**config.mk**
```make
export PLATFORM = sky130hd
export DESIGN_NAME = task_inject_arbiter
export DESIGN_NICKNAME = d
export VERILOG_FILES = /design/src/rtl/task_inject_pkg.sv /design/src/rtl/task_inject_arbiter_word_serializer.sv /design/src/rtl/task_inject_arbiter.sv
export SDC_FILE = /design/constraint.sdc
export NUM_CORES = 1
export LEC_CHECK = 0
export CAP_MARGIN = 10
export CORE_MARGIN = 3
export CORE_UTILIZATION = 31
export DETAILED_ROUTE_END_ITERATION = 6
export MAX_ROUTING_LAYER = met4
export PLACE_DENSITY_LB_ADDON = 0.15
export RECOVER_POWER = 25
export SLEW_MARGIN = 5
export SYNTH_ARGS = -nofsm -noshare
export SYNTH_HDL_FRONTEND = slang
export SYNTH_SLANG_ARGS = --single-unit
```
**constraint.sdc**
```tcl
create_clock -name clk_i -period 2.3 [get_ports clk_i]
set_input_delay 0.345 -clock clk_i [delete_from_list [all_inputs] [get_ports clk_i]]
set_output_delay 0.345 -clock clk_i [all_outputs]
set_load 0.1 [all_outputs]
```
**src/rtl/task_inject_pkg.sv**
```systemverilog
// Shared types and helpers for the task injection arbiter.
package task_inject_pkg;

  localparam int WORD_W = 32;

  typedef enum logic [1:0] {
    IDLE    = 2'd0,
    HDR     = 2'd1,
    PAYLOAD = 2'd2,
    DRAIN   = 2'd3
  } fsm_t;

  // Payload word count carried in the low len_w bits of a frame header.
  function automatic logic [WORD_W-1:0] hdr_len(input logic [WORD_W-1:0] word, input int len_w);
    logic [WORD_W-1:0] mask;
    mask = (len_w >= WORD_W) ? '1 : ((WORD_W'(1) << len_w) - WORD_W'(1));
    return word & mask;
  endfunction

endpackage

```
**src/rtl/task_inject_arbiter_word_serializer.sv**
```systemverilog
// One-word hold register that emits a 32-bit word as WORD_W/FLIT_SIZE flits,
// low part first, holding the current flit while credit is withheld.
module word_serializer
  import task_inject_pkg::*;
#(
  parameter int FLIT_SIZE = 32
) (
  input  logic                 clk_i,
  input  logic                 rst_ni,
  input  logic                 i_load,
  input  logic [WORD_W-1:0]    i_word,
  input  logic                 i_credit,
  output logic                 o_empty,
  output logic                 o_last,
  output logic                 o_tx,
  output logic [FLIT_SIZE-1:0] o_data
);

  localparam int   NFLIT    = WORD_W / FLIT_SIZE;
  localparam logic LAST_IDX = 1'(NFLIT - 1);

  logic [WORD_W-1:0] r_word;
  logic              r_full;
  logic              r_idx;
  logic              w_xfer;
  logic [4:0]        w_shift;

  assign w_xfer  = r_full && i_credit;
  assign w_shift = r_idx ? 5'(FLIT_SIZE) : 5'd0;
  assign o_last  = (r_idx == LAST_IDX);
  assign o_empty = !r_full;
  assign o_tx    = r_full;
  assign o_data  = FLIT_SIZE'(r_word >> w_shift);

  // A load always wins: the top only loads when empty or on the last flit's transfer.
  always_ff @(posedge clk_i or negedge rst_ni) begin
    if (!rst_ni) begin
      r_word <= '0;
      r_full <= 1'b0;
      r_idx  <= 1'b0;
    end else if (i_load) begin
      r_word <= i_word;
      r_full <= 1'b1;
      r_idx  <= 1'b0;
    end else if (w_xfer) begin
      if (o_last) begin
        r_full <= 1'b0;
        r_idx  <= 1'b0;
      end else begin
        r_idx <= r_idx + 1'b1;
      end
    end
  end

endmodule

```
**src/rtl/task_inject_arbiter.sv**
```systemverilog
// Round-robin frame arbiter merging NUM_SRC word streams into one credit-flow flit stream.
// Optional per-source completed-frame counters: define TASK_INJECT_FRAME_CNT_EN.
module task_inject_arbiter
  import task_inject_pkg::*;
#(
  parameter  int NUM_SRC   = 2,
  parameter  int FLIT_SIZE = 32,
  parameter  int LEN_W     = 16,
  localparam int IDW       = (NUM_SRC > 1) ? $clog2(NUM_SRC) : 1
) (
  input  logic                            clk_i,
  input  logic                            rst_ni,
  input  logic [NUM_SRC-1:0]              src_valid_i,
  input  logic [NUM_SRC-1:0][WORD_W-1:0]  src_data_i,
  output logic [NUM_SRC-1:0]              src_ready_o,
  input  logic [NUM_SRC-1:0]              src_eoa_i,
  output logic                            tx_o,
  input  logic                            credit_i,
  output logic [FLIT_SIZE-1:0]            data_o,
  output logic [IDW-1:0]                  src_id_o,
  output logic                            eoa_o
`ifdef TASK_INJECT_FRAME_CNT_EN
  ,
  output logic [NUM_SRC-1:0][15:0]        frame_cnt_o
`endif
);

  if (FLIT_SIZE != 16 && FLIT_SIZE != 32) begin : g_bad_flit
    $fatal(1, "task_inject_arbiter: FLIT_SIZE must be 16 or 32");
  end

  fsm_t              r_state, w_state_nx;
  logic [IDW-1:0]    r_ptr, r_grant, w_pick, w_ptr_nx;
  logic [LEN_W-1:0]  r_rem, w_rem_nx;
  logic              w_found, w_empty, w_last, w_busy, w_can_load, w_acc, w_drained;
  logic [WORD_W-1:0] w_word;

  assign w_busy     = (r_state == HDR) || (r_state == PAYLOAD);
  assign w_can_load = w_empty || (tx_o && credit_i && w_last);
  assign w_acc      = w_busy && w_can_load && src_valid_i[r_grant];
  assign w_word     = src_data_i[r_grant];
  assign w_drained  = (r_state == DRAIN) && w_empty;
  assign w_ptr_nx   = IDW'((int'(r_grant) + 1) % NUM_SRC);
  assign src_id_o   = r_grant;
  assign eoa_o      = (r_state == IDLE) && w_empty && (&src_eoa_i);

  // Descending scan so the source closest after the pointer wins.
  always_comb begin
    w_found = 1'b0;
    w_pick  = r_ptr;
    for (int k = NUM_SRC - 1; k >= 0; k--) begin
      if (src_valid_i[(int'(r_ptr) + k) % NUM_SRC]) begin
        w_found = 1'b1;
        w_pick  = IDW'((int'(r_ptr) + k) % NUM_SRC);
      end else begin
        w_found = w_found;
      end
    end
  end

  always_comb begin
    src_ready_o = '0;
    if (w_busy && w_can_load) begin
      src_ready_o[r_grant] = 1'b1;
    end else begin
      src_ready_o = '0;
    end
  end

  always_comb begin
    w_state_nx = r_state;
    w_rem_nx   = r_rem;
    case (r_state)
      IDLE: begin
        if (w_found) w_state_nx = HDR;
        else         w_state_nx = IDLE;
      end
      HDR: begin
        if (w_acc) begin
          w_rem_nx   = LEN_W'(hdr_len(w_word, LEN_W));
          w_state_nx = (w_rem_nx == '0) ? DRAIN : PAYLOAD;
        end else begin
          w_state_nx = HDR;
        end
      end
      PAYLOAD: begin
        if (w_acc && (r_rem != '0)) begin
          w_rem_nx   = r_rem - LEN_W'(1);
          w_state_nx = (r_rem == LEN_W'(1)) ? DRAIN : PAYLOAD;
        end else begin
          w_state_nx = PAYLOAD;
        end
      end
      DRAIN: begin
        if (w_empty) w_state_nx = IDLE;
        else         w_state_nx = DRAIN;
      end
      default: w_state_nx = IDLE;
    endcase
  end

  always_ff @(posedge clk_i or negedge rst_ni) begin
    if (!rst_ni) begin
      r_state <= IDLE;
      r_ptr   <= '0;
      r_grant <= '0;
      r_rem   <= '0;
    end else begin
      r_state <= w_state_nx;
      r_rem   <= w_rem_nx;
      if (r_state == IDLE && w_found) r_grant <= w_pick;
      if (w_drained)                  r_ptr   <= w_ptr_nx;
    end
  end

`ifdef TASK_INJECT_FRAME_CNT_EN
  // Completed-frame counters tick on DRAIN->IDLE and wrap naturally.
  always_ff @(posedge clk_i or negedge rst_ni) begin
    if (!rst_ni) begin
      frame_cnt_o <= '0;
    end else if (w_drained) begin
      frame_cnt_o[r_grant] <= frame_cnt_o[r_grant] + 16'd1;
    end
  end
`endif

  word_serializer #(
    .FLIT_SIZE(FLIT_SIZE)
  ) u_ser (
    .clk_i    (clk_i),
    .rst_ni   (rst_ni),
    .i_load   (w_acc),
    .i_word   (w_word),
    .i_credit (credit_i),
    .o_empty  (w_empty),
    .o_last   (w_last),
    .o_tx     (tx_o),
    .o_data   (data_o)
  );

endmodule

```
==> results by group, run 1 <==
Setup path
  • CP Data Required Time: 2.51 ns
  • Worst Path Max Fanout: 8
  • Worst Path Arrival: 2.28 ns
  • Slowest Stage Delay on Critical Path: 0.42 ns
  • Crit Path Category: reg2reg
  • CP endpoint kind: register
  • Slowest cell on the critical path: dfrtp_1
  • Worst path cell trace: inv_1 > ha_1 > nor4b_1 > and4_1 > o22ai_4 > buf_4 > nand3_1 > a22o_1
  • Worst setup SP type: register

Status
  • Outcome: complete, no violations

Cells and area
  • Final core utilization: 47.39%
  • Syn-to-layout area delta: 44.59%
  • Nets: 525
  • Cell Count, Final, Fillers Out: 576
  • Share of layout cells above drive strength 1: 17.67%
  • Inserted Diodes: 0

CTS
  • Total CTS buffers: 5
  • Clock tree buffer depth: 2
  • Total setup buffers inserted after CTS: 0
  • TritonCTS clock tree: done
  • PostCTS Resize Cnt: 0
  • Hold_buf cts: 1
  • CTS H-tree depth: 2
  • Root buf cell: clkbuf_8
  • Worst skew pair latency: 0.31 ns
  • Clock sinks: 53
  • Clock Pin Slew Worst Setup and Hold Paths: 0.11 ns

STA
  • RSZ-0062 raised after global routing: no
  • WHS: 0.4862 ns
  • Count of final setup violators: 0
  • Final Hold Viols: 0
  • Worst slew pin tran: 1.118 ns
  • Final period util: 89.91%
  • Max Freq: 483.6 MHz
  • Tmin final: 2.068 ns
  • Skew final: 0.008096 ns
  • Relative slew slack: 25.47%
  • Final Max Tran Viols: 0

Drt
  • DRC: 0
  • Starting DRT DRC Count: 161
  • DR vias: 2902
  • Vias per cell: 5.038
  • WL final: 9431 um
  • Final ANT Viol Nets: 0
  • Post-DR wirelength/cell: 16.37 um
  • First-pass detailed-route iteration total: 4

Die
  • Die Span X: 106.0 um
  • Site row count: 35
  • Starting density of the core: 32.78%
  • Die ar.: 0.01124 mm2
  • # IOs: 108
  • Core area: 0.009459 mm2
  • Die Span Y: 106.0 um

Yosys
  • Sequential area share after synthesis: 42.78%
  • Cell Area, Synth: 0.003100 mm2
  • Count of cell types in the netlist: 52
  • Synthesized flop and latch total: 53
  • Async S/R FF share, synth: 100.0%
  • Cell count after synthesis: 332
  • Synth Flop Type: dfrtp_1
  • Ys Warns: 0
  • Number of synthesized flops with an enable pin: 0
  • Post-synth net total: 411
  • Post-Syn Area per Cell: 9.339 um2

Global routing
  • First-pass GRT wire length: 15030 um
  • Number of antenna violations at the first check in global routing: 0
  • Vias in the first global route: 2821
  • Gr usage total: 16.90%
  • GRT Residual Overflow: 0
  • Largest net degree at the start of global routing: 63

Placed design
  • Dpl cells: 567
  • I/O Buffers: 107
  • HPWL after detailed placement: 7304 um
  • RePlAce Congestion: 0.8274

Job
  • Max Cap Viol: 0

Worst hold path
  • Min-delay worst type: reg2reg
-- placed cells by master, fill, tap and decap left out, types with 8 or more instances in the layout --
| cell type | Yosys | routed |
|---|---|---|
| nand3_1 | 10 | 10 |
| nand2b_1 | 10 | 10 |
| ha_1 | 8 | 8 |
| dfrtp_1 | 53 | 51 |
| clkdlybuf4s50_1 | 0 | 69 |
| nand2_1 | 55 | 55 |
| o21ai_1 | 28 | 28 |
| o21ai_0 | 10 | 10 |
| a21oi_1 | 13 | 13 |
| inv_1 | 11 | 11 |
| mux2i_1 | 29 | 29 |
| buf_4 | 0 | 50 |
-- worst paths after layout --
| path | from | endpoint | slack, ns | depth (start not counted) |
|---|---|---|---|---|
| setup / recovery | r_rem[0] | r_rem[8] | 0.23 | 8 |
| hold / removal | u_ser.o_data[9] | u_ser.o_data[9] | 0.49 | 2 |
| setup reg to reg | r_rem[0] | r_rem[8] | 0.23 | 8 |
| hold reg to reg | u_ser.o_data[9] | u_ser.o_data[9] | 0.49 | 2 |
| max in group asynchronous | rst_ni | src_id_o | 0.75 | 3 |
| min in group asynchronous | rst_ni | u_ser.o_data[3] | 0.76 | 2 |
-- cell families after synthesis --
| group | after synthesis | synth area share [%] |
|---|---|---|
| AND/OR/NAND/NOR | 116 | 19.82 |
| AO/OA/AOI/OAI | 90 | 18.72 |
| flip-flops | 53 | 42.78 |
| multiplexers | 34 | 11.18 |
| buffers and inverters | 31 | 4.277 |
| adder cells (fa/ha/maj) | 8 | 3.229 |
-- flip-flops by register name, summed over array words and instances, names as in the netlist --
signal and flops:
r_rem 16, u_ser.o_tx 1, src_id_o 1, r_ptr 1
u_ser.o_data 32, r_state 2
-- synthesized netlist by cell type, drive strengths merged, types with 3 or more instances --
cell,instances,area [um2]
mux2,5,56.30
nor4,8,71.32
ha,8,100.1
a22o,5,43.79
nor3,3,15.01
or3,3,18.77
clkbuf,6,22.52
a31oi,8,56.30
dfrtp,53,1326
o22ai,6,51.30
nand2b,10,62.56
nand2,55,206.5
inv,11,41.29
a21o,3,22.52
nor2,8,30.03
nand3,11,67.57
buf,14,68.81
mux2i,29,290.3
a21oi,13,65.06
o21ai,38,190.2
o31ai,5,37.54
-- critical path, delay by kind of cell, from the launching register on --
kind                       cells  cell delay [ns]
adders and majority gates      1             0.23
and+or+nand+nor                3             0.48
buffers and inverters          2             0.31
DFF                            1             0.42
AOI/OAI and AO/OA              2             0.53
-- metal layers --
| layer | routed length (um) | part of all wire (%) | GRT usage (%) |
|---|---|---|---|
| met4 | 28 | 0.30 | 2.775 |
| met1 | 4347 | 46 | 22.33 |
| met5 | 0 | 0 | - |
| met3 | 620 | 6.6 | 4.189 |
| met2 | 4435 | 47 | 26.87 |
-- final cells by class --
type / instances / area, um2
Clock buffer: 5 / 68.82
Clock inverter: 3 / 26.28
Fill cell: 915 / 4976
Inverter: 11 / 41.29
Multi-Input combinational cell: 248 / 1654
Sequential cell: 53 / 1331
Tap cell: 129 / 161.4
Timing Repair Buffer: 127 / 1200
-- per-stage QoR --
step | worst slack, ns | instance area (um2) | TNS, ns
CTS | 0.2315 | 4484 | 0
detailed placement | 0.08391 | 4379 | 0
floorplan | -0.04697 | 3118 | -0.04697
global placement | 0.1559 | 4379 | 0
finish | 0.2321 | 4483 | 0
global route | 0.1024 | 4483 | 0
Power of run 1 is not shown: default switching activity piles up to over one toggle a cycle in this logic, so the estimate is an artifact.
==> inputs of run 2 (changes only) <==
--- a/config.mk
+++ b/config.mk
@@ -9,9 +9,9 @@
 export CORE_MARGIN = 3
 export CORE_UTILIZATION = 31
 export DETAILED_ROUTE_END_ITERATION = 6
-export MAX_ROUTING_LAYER = met4
 export PLACE_DENSITY_LB_ADDON = 0.15
 export RECOVER_POWER = 25
+export SKIP_LAST_GASP = 1
 export SLEW_MARGIN = 5
 export SYNTH_ARGS = -nofsm -noshare
 export SYNTH_HDL_FRONTEND = slang
==> run 2 against run 1 <==
  * Final area unchanged
  * Worst hold slack hardly changed
  * Clock skew is 0.00078 ns higher
  * Maximum frequency is 0.10% higher
  * Worst setup slack gained 0.0021 ns
  * Routed wire length is 0.37% lower
  * Non-clock buffer count unchanged
  * Die area unchanged
  * Via count is 0.45% lower
  * First-iteration DRC count decreased by 3.7%
  * Utilization is the same
  * Register-to-register slack barely moved
  * Highest routed layer is now met3
==> results by group, run 2 (synthesis results as in run 1) <==
CTS
  • Total CTS buffers: 5
  • Clock Pin Slew Worst Setup and Hold Paths: 0.11 ns
  • Clock sinks: 53
  • TritonCTS clock tree: done
  • Clock tree buffer depth: 2
  • Worst skew pair latency: 0.31 ns
  • Root buf cell: clkbuf_8
  • CTS H-tree depth: 2
  • PostCTS Resize Cnt: 0

Setup path
  • Crit Path Category: reg2reg
  • Crit path max-delay family: compound AO/OA/AOI/OAI gates
  • Worst Path Max Fanout: 8
  • Reg-to-reg endpoint: r_rem[8]
  • Slowest cell on the critical path: dfrtp_1
  • Worst Path Arrival: 2.28 ns
  • WP depth: 8
  • CP Data Required Time: 2.51 ns
  • R2R depth: 8
  • Worst path cell trace: inv_1 > ha_1 > nor4b_1 > and4_1 > o22ai_4 > buf_4 > nand3_1 > a22o_1
  • CP startpoint: r_rem[0]
  • Crit path to: r_rem[8]
  • Worst R2R Start: r_rem[0]
  • Slowest Stage Delay on Critical Path: 0.42 ns
  • CP endpoint kind: register
  • Buf/Inv on CP: 2
  • Setup slack, reg-to-reg: 0.23 ns
  • Worst setup SP type: register

Cells and area
  • Syn-to-layout area delta: 44.59%
  • Inserted Diodes: 0
  • Max FFs per register: 32
  • Final instance area: 0.004483 mm2
  • Nets: 525
  • Cell Count, Final, Fillers Out: 576
  • Layout filler cell count: 915
  • Most frequent cells in the layout: clkdlybuf4s50_1 (69), nand2_1 (55), dfrtp_1 (51)
  • Share of layout cells above drive strength 1: 17.67%
  • Most common cell after layout, fill and taps aside: clkdlybuf4s50_1

Placed design
  • RePlAce Congestion: 0.8153
  • I/O Buffers: 107
  • HPWL after detailed placement: 7304 um
  • Dpl cells: 567
  • Dpl cell area: 0.004379 mm2
  • Pre-CTS setup slack: 0.08391 ns

STA
  • Skew final: 0.008875 ns
  • RSZ-0062 raised after global routing: no
  • Max Freq: 484.1 MHz
  • WHS: 0.4863 ns
  • Relative slew slack: 25.44%
  • Count of final setup violators: 0
  • Final period util: 89.82%
  • Tmin final: 2.066 ns
  • Final Max Tran Viols: 0
  • Worst slew pin tran: 1.118 ns
  • Worst Slack Setup Final: 0.2343 ns
  • Final Hold Viols: 0

Die
  • Starting density of the core: 32.78%
  • Site row count: 35
  • Die ar.: 0.01124 mm2
  • Core area: 0.009459 mm2
  • Die Span Y: 106.0 um
  • Die Span X: 106.0 um
  • # IOs: 108

Global routing
  • Grt met1 use: 22.26%
  • First-pass GRT wire length: 15030 um
  • GRT Residual Overflow: 0
  • Largest net degree at the start of global routing: 63
  • Number of antenna violations at the first check in global routing: 0
  • M2 GR Usage: 26.96%
  • Gr usage total: 16.44%
  • Vias in the first global route: 2820
  • GR Util met3: 4.189%
  • Global route hottest layer: met2

Status
  • Outcome: complete, no violations

Drt
  • DRC: 0
  • Vias per cell: 5.016
  • Starting DRT DRC Count: 155
  • DR vias: 2889
  • Post-DR wirelength/cell: 16.31 um
  • WL final: 9396 um
  • First-pass detailed-route iteration total: 4
  • Final ANT Viol Nets: 0

Worst hold path
  • Min-delay worst type: reg2reg

Job
  • Max Cap Viol: 0
[run 2: final cells by class]
class                   instances  area, um2  area share, %
flip-flops and latches         53       1331          29.70
clock inverters                 3      26.28         0.5861
multi-input cells             248       1654          36.90
clock buffers                   5      68.82          1.535
inverters                      11      41.29         0.9210
well taps                     129      161.4          3.600
repair buffers                127       1200          26.77
[run 2: worst reg2reg max path: stages, from the launching register on]
cell and delay (ns):
dfrtp_1 0.42, inv_1 0.10, ha_1 0.23, nor4b_1 0.15, and4_1 0.25, o22ai_4 0.29, buf_4 0.22, nand3_1 0.08
a22o_1 0.24
[run 2: how the worst min path moves through the flow]
stage | from | to | cells after the start
2_1_floorplan | rst_ni | r_ptr | 0
3_3_place_gp | rst_ni | u_ser.o_data[10] | 1
3_5_place_dp | rst_ni | u_ser.o_data[3] | 1
4_1_cts | u_ser.o_data[9] | u_ser.o_data[9] | 2
5_1_grt | u_ser.o_data[9] | u_ser.o_data[9] | 2
6_report | u_ser.o_data[9] | u_ser.o_data[9] | 2
[run 2: stage by stage]
stage	util (%)	setup TNS [ns]
detailed placement	46.30	0
finish	47.39	0
floorplan	-	-0.04697
global placement	46.30	0
CTS	47.41	0
global route	47.39	0
[run 2: timing repair]
item,4_1_cts,5_1_grt
setup buffers,0,0
hold buffers,1,0
endpoints found under the hold margin,17,0
[run 2: metal layers]
metal,share of wire (%),vias to the layer above
met3,6.6,0
met5,0,-
li1,-,1439
met2,47,91
met1,46,1359
met4,0,0
Power of run 2 is left out for the same reason.
==> RTL change (flow settings as in run 1) <==
Add a define of `TASK_INJECT_FRAME_CNT_EN`.
--- a/src/rtl/task_inject_arbiter.sv
+++ b/src/rtl/task_inject_arbiter.sv
@@ -2,2 +2,4 @@
 // Optional per-source completed-frame counters: define TASK_INJECT_FRAME_CNT_EN.
+`define TASK_INJECT_FRAME_CNT_EN
+
 module task_inject_arbiter
Behaviour (old outputs only; new: frame_cnt_o): unchanged (Yosys induction, for registers that start in step).
==> RTL change against run 1 <==
Highest routed layer unchanged; sequential cell count up 32; worst setup slack lost 0.24 ns; non-clock buffer count rose by 71; design area grew 53%; wire length is 43% higher; critical path type unchanged; the flow now finishes with violations (negative setup slack); area after synthesis grew 45%; first-iteration DRC count is 52% higher; final cell count grew 44%.
==> RTL change: results (changes against run 1) <==
Synthesis:
- The average cell area after synthesis came to 9.79 um2 (was 9.34 um2).
- The synthesized netlist net count is 539 (was 411).
- The sequential cell area fraction in the yosys report was 47.3% (was 42.8%).

Critical path:
- The reg-to-reg critical path endpoint is r_rem[14] (was r_rem[8]).
- The worst setup path startpoint is r_rem[6] (was r_rem[0]).
- The largest delay contributor family on the critical path is simple AND/OR/NAND/NOR gates (was compound AO/OA/AOI/OAI gates).
- The data arrival time at the worst-slack endpoint is 2.55 ns (was 2.28 ns).
- The delay of the slowest cell on the worst path came to 0.57 ns (was 0.42 ns).

Route:
- The average wire length per cell after detail routing came to 16.2 um (was 16.4 um).

Placement:
- The number of input and output port buffers inserted is 139 (was 107).
- The setup slack after placement is -0.108 ns (was 0.0839 ns).
- The instance area after placement is 6420 um2 (was 4380 um2).
- The weighted congestion at the end of routability-driven global placement is 0.920 (was 0.827).

Timing:
- The final worst clock skew is 0.00592 ns (was 0.00810 ns).
- The minimum setup slack in the final design was -0.00559 ns (was 0.232 ns).
- The count of endpoints failing setup in the final report came to 1 (was 0).

Status:
- The checks that failed: negative setup slack.
- Outcome: finished, violations left (was finished clean).

Cells and area:
- The clock network area share is 5.22% (was 2.12%).
- The count of inverters not on the clock network in the layout was 13 (was 11).
- The share of the final layout cell area in multi-input gates is 34.4% (was 36.9%).
- The fraction of layout cells with a size suffix above 1 is 28.6% (was 17.7%).
- The number of nets in the final layout came to 725 (was 525).
- The register area is 2130 um2 (was 1330 um2).
- The number of non-clock buffers is 198 (was 127).
- The relative area of non-clock buffer cells in the final design came to 25.3% (was 26.8%).

Clock network:
- The clock insertion delay at the later pin of the skew report is 0.33 ns (was 0.31 ns).
- The post-CTS setup buffer count was 2 (was 0).
- The number of cells upsized or downsized after cts came to 8 (was 0).
- The number of CTS-inserted buffers is 9 (was 5).

Global routing:
- The global-route usage over all layers is 17.3% (was 16.9%).
- The number of global-route vias before repair is 4159 (was 2821).
- The pin count of the biggest net entering global routing is 55 (was 63).

Worst hold path:
- The worst hold path class is in2async (was reg2reg).

Floorplanning:
- The core area is 14000 um2 (was 9460 um2).
## RTL change: kinds of logic after synthesis
family,share of synthesized area [%]
AO/OA/AOI/OAI,14.0
adder cells (fa/ha/maj),2.51
multiplexers,9.41
XOR/XNOR,5.07
AND/OR/NAND/NOR,18.4
buffers and inverters,3.23
flip-flops,47.3
## RTL change: power groups by stage
stage,logic [W],registers [W],clock network (W)
global route,0.00690,0.00243,0.00182
finish,0.00650,0.00236,0.00171
detailed placement,0.00640,0.00238,0
global placement,0.00635,0.00237,0
CTS,0.00645,0.00236,0.00175
floorplan,0.00228,0.00475,0
## RTL change: metal layers
metal | track usage (%) | routed length, um | vias up
met1 | 22.1 | 5990 | 1975
met5 | - | 0 | -
met4 | 3.60 | 161 | 0
li1 | - | - | 2033
met3 | 3.37 | 562 | 10
met2 | 28.9 | 6780 | 97
